==> src/rtl/shift_deserializer.sv <==
// Serial-to-parallel deserializer with selectable bit order, a one-word output
// buffer with valid/ready handshake, and a sticky overrun flag.
module shift_deserializer #(
    parameter int WIDTH = 16
) (
    input  logic             clock,
    input  logic             reset,
    input  logic             enable,
    input  logic             dir,
    input  logic             serial_in,
    input  logic             serial_valid,
    input  logic             word_ready,
    output logic [WIDTH-1:0] word_out,
    output logic             word_valid,
    output logic [4:0]       bit_count,
    output logic             busy,
    output logic             overrun
);

    typedef enum logic {IDLE, SHIFT} state_t;

    state_t           state;
    logic [WIDTH-1:0] shreg;
    logic             dir_lat;

    logic             accept;
    logic             eff_dir;
    logic             last_bit;
    logic             consume;
    logic [WIDTH-1:0] shreg_next;

    function automatic logic [WIDTH-1:0] shift_in(input logic [WIDTH-1:0] cur,
                                                  input logic             d,
                                                  input logic             b);
        if (d)
            return {b, cur[WIDTH-1:1]};
        else
            return {cur[WIDTH-2:0], b};
    endfunction

    // Bit order comes from the live input only on the first bit of a word.
    assign accept     = enable & serial_valid;
    assign eff_dir    = (state == IDLE) ? dir : dir_lat;
    assign last_bit   = accept && (bit_count == 5'(WIDTH - 1));
    assign consume    = word_valid & word_ready;
    assign shreg_next = shift_in(shreg, eff_dir, serial_in);
    assign busy       = (state == SHIFT);

    always_ff @(posedge clock) begin
        if (reset) begin
            state      <= IDLE;
            shreg      <= '0;
            bit_count  <= '0;
            dir_lat    <= 1'b0;
            word_out   <= '0;
            word_valid <= 1'b0;
            overrun    <= 1'b0;
        end else begin
            if (accept) begin
                if (state == IDLE)
                    dir_lat <= dir;
                if (last_bit) begin
                    shreg     <= '0;
                    bit_count <= '0;
                    state     <= IDLE;
                end else begin
                    shreg     <= shreg_next;
                    bit_count <= bit_count + 5'd1;
                    state     <= SHIFT;
                end
            end

            // Output buffer: a completing word loads only if the slot is free
            // or being consumed on this same edge; otherwise it is dropped.
            if (last_bit) begin
                if (!word_valid || consume) begin
                    word_out   <= shreg_next;
                    word_valid <= 1'b1;
                end else begin
                    overrun <= 1'b1;
                end
            end else if (consume) begin
                word_valid <= 1'b0;
            end
        end
    end

endmodule

==> config.mk <==
export PLATFORM = sky130hd
export DESIGN_NAME = shift_deserializer
export DESIGN_NICKNAME = d
export VERILOG_FILES = /design/src/rtl/shift_deserializer.sv
export SDC_FILE = /design/constraint.sdc
export NUM_CORES = 1
export LEC_CHECK = 0
export ABC_CLOCK_PERIOD_IN_PS = 2250
export BUFFER_PORTS_ARGS = -buffer_cell sky130_fd_sc_hd__buf_4
export CAP_MARGIN = 20
export CORE_MARGIN = 2
export CORE_UTILIZATION = 53
export CTS_CLUSTER_SIZE = 24
export DETAILED_ROUTE_END_ITERATION = 7
export PLACE_DENSITY = 0.77
export SYNTH_ARGS = -nofsm -noshare
export SYNTH_HDL_FRONTEND = slang
export SYNTH_SLANG_ARGS = --single-unit
==> constraint.sdc <==
create_clock -name clock -period 2.25 [get_ports clock]
set_input_delay 0.45 -clock clock [delete_from_list [all_inputs] [get_ports clock]]
set_output_delay 0.45 -clock clock [all_outputs]
set_load 0.1 [all_outputs]
==> impl_metrics.py <==
metrics = {
    "finish": {
        "final_util": 0.645,
        "syn2layout_area_growth_pct": 18.1,
        "stdcell_area_sq_um": 1940,
        "nNetsFinal": 194,
        "antenna_cells": 0,
        "drive_above_1_share": 0.263,
        "fillers": 262,
    },
    "timing": {
        "setup_viol": 0,
        "slew_headroom": 0.605,
        "period_share": 0.921,
        "max_freq_mhz": 483,
        "tns_ns": 0,
        "drv_slew": 0,
        "worst_pin_slew_ns": 0.592,
        "skew_ns": 0.00594,
        "rsz0062_at_grt": "no",
        "finalCriticalPeriod_ns": 2.07,
        "finalHoldViolations": 0,
        "setup_slack_ns": 0.179,
    },
    "placed_design": {
        "placed_cell_area_sq_um": 1870,
        "port_buffers": 30,
        "dpl.hpwl_microns": 2400,
        "gp_congestion": 0.746,
        "pre_cts_ws_ns": 0.217,
    },
    "synthesis": {
        "synth_top_area_share": 0.501,
        "yosysTopAreaCell": "dfxtp_1",
        "ys.flop_type": "dfxtp_1",
        "ys_ff_latch": 41,
        "syn-num-nets": 166,
        "yosysUniqueCellTypes": 27,
        "synth-edff-count": 0,
        "netlist_top_cells_area": "dfxtp_1 50%, mux2i_1 9.8%, o2bb2ai_1 8.5%, a211oi_1 7.8%, a21oi_1 6.7%",
        "ys_seq_area_frac": 0.501,
        "synth_common_cells": "41 x dfxtp_1, 22 x a21oi_1, 17 x a211oi_1",
        "synthArstFlopShare": 0,
        "syn_avg_cell_area_sq_um": 10.4,
        "yosys_warnings": 0,
        "synth.most_common_cell": "dfxtp_1",
        "synthCells": 157,
        "netlist_area_sq_um": 1640,
    },
    "drt": {
        "routed_wl_microns": 3540,
        "drc": 0,
        "wl_per_cell_microns": 16.2,
        "initialDrtViolationCount": 58,
        "vias": 1305,
        "vias_per_cell": 5.96,
        "antenna_left": 0,
        "dr.pass1.iters": 4,
    },
    "power": {
        "pwr_density_cell_nw_per_um2": 647,
        "switching_power_uw": 304,
        "pwr-share-seq": 0.590,
        "p_sw_frac": 0.243,
        "ir_worst_vdd_mv": 0.358,
        "p_leak_uw": 0.000755,
        "combPwrFrac": 0.079,
        "p_int_uw": 947,
        "clockPowerShare": 0.332,
    },
    "setup_path": {
        "r2r-end": "word_out[7]$_SDFFE_PP0P_",
        "path_buf_inv": 0,
        "worstReg2RegStart": "bit_count[0]$_SDFFE_PP0P_",
        "worstPathArrival_ns": 2.29,
        "cpMaxStageDelayCell": "and2_1",
        "critPathCaptureType": "register",
        "path_delay_family": "simple AND/OR/NAND/NOR gates",
        "cp-start-kind": "register",
        "critPathKind": "reg -> reg",
        "max_stage_delay_ns": 0.51,
        "cp_max_fo": 16,
        "worst-r2r-setup-slack_ns": 0.18,
        "worst-r2r-cell-count": 6,
        "crit_start": "bit_count[0]$_SDFFE_PP0P_",
        "cp.required_ns": 2.47,
        "path_cells": "ha_1 > and3_1 > ha_1 > and3_1 > and2_1 > a211oi_1",
    },
    "run_status": {
        "outcome": "completed",
    },
    "floorplanning": {
        "die_w_microns": 59.6,
        "pin_count": 31,
        "core_area_sq_um": 3000,
        "start_util": 0.546,
        "num_rows": 20,
        "dieArea_sq_um": 3550,
        "die_h_microns": 59.6,
    },
    "clock_network": {
        "htree_levels": 2,
        "clock_path_buffers": 2,
        "hold_buffers": 0,
        "post_cts_buffers": 0,
        "cts_inserted_buffers": 5,
        "cts_root_buf": "clkbuf_4",
        "cts_sinks": 41,
        "clk_pin_slew_ns": 0.12,
        "cts_resized": 0,
        "cts_tree": "yes",
        "clkLatencyLatePin_ns": 0.35,
    },
    "hold_path": {
        "worstHoldPathCells": 4,
        "worstHoldPathType": "in -> reg",
        "hp-start": "word_ready",
        "whs_endpoint": "overrun$_SDFFE_PP0P_",
    },
    "run": {
        "drv_cap": 0,
    },
    "grt": {
        "antenna_found_initial": 0,
        "grt_pass1_wl_microns": 5660,
        "grt_pass1_vias": 1250,
        "grtUsageTotal": 0.214,
        "overflow": 0,
        "grt_max_degree": 28,
    },
}
-- cells by family after synthesis --
group                    synth area share
AO/OA/AOI/OAI                       0.244
flip-flops                          0.501
AND/OR/NAND/NOR                    0.0748
multiplexers                        0.111
buffers and inverters              0.0534
adder cells (fa/ha/maj)            0.0153
-- worst min-delay path: cells and delay by family --
kind                   cells  cell delay (ns)
buffers and inverters      2             0.15
AO/OA/AOI/OAI              1             0.07
AND/OR/NAND/NOR            1             0.07
-- flip-flops by register name, indices dropped and copies added, names as in the netlist --
signal      cells
shreg          16
busy            1
word_out       16
overrun         1
dir_lat         1
word_valid      1
bit_count       5
-- area by class of cell --
cell class              instances  area (sq um)  area share
clock buffers                   7          65.1      0.0336
clock inverters                 1          5.00     0.00259
inverters                       3          11.3     0.00582
multi-input cells             100           731       0.378
flip-flops and latches         41           827       0.427
well taps                      33          41.3      0.0213
repair buffers                 34           255       0.132
-- metal layers --
metal  up-vias  global-route usage  share of wire
met5         -                   0              0
met2        30               0.370           0.51
met4         0              0.0794          0.010
met3         4              0.0677          0.050
li1        642                   -              -
met1       629               0.244           0.43
-- metrics by stage --
stage,total power [uW],hold slack [ns],instances
finish,1250,0.409,219
global route,1300,0.411,219
CTS,1260,0.408,219
detailed placement,852,0.451,211
global placement,850,0.445,211
floorplan,832,0.432,157
-- power groups by stage --
stage	Clock [uW]	Combinational, uW	Sequential (uW)
after floorplan	0	57.1	775
after global placement	0	95.8	754
after detailed placement	0	98.0	754
after CTS	427	98.6	738
after global routing	459	104	739
final	415	98.4	738
-- how the worst max path moves through the flow --
stage                                endpoint  cells past startpoint
detailed placement  word_out[13]$_SDFFE_PP0P_                      6
CTS                  word_out[7]$_SDFFE_PP0P_                      6
global placement     word_out[7]$_SDFFE_PP0P_                      6
finish               word_out[7]$_SDFFE_PP0P_                      6
floorplan           word_out[10]$_SDFFE_PP0P_                      8
global route         word_out[7]$_SDFFE_PP0P_                      6
-- cells in the final DEF, fill, tap and decap left out, types with 2 or more instances in the layout --
master / Yosys / layout
clkbuf_4: 0 / 5
or3_1: 2 / 2
clkbuf_8: 0 / 2
nor2_1: 6 / 6
inv_1: 3 / 3
dfxtp_1: 41 / 36
and3_1: 2 / 2
a31oi_1: 2 / 2
a211oi_1: 17 / 17
buf_4: 1 / 34
and2_1: 2 / 2
mux2i_1: 16 / 16
dfxtp_2: 0 / 5
o2bb2ai_1: 16 / 16
o21ai_0: 2 / 2
nand2_1: 3 / 3
a21oi_1: 22 / 22
ha_1: 2 / 2
Note: power is estimated with default switching activity, not from simulation.
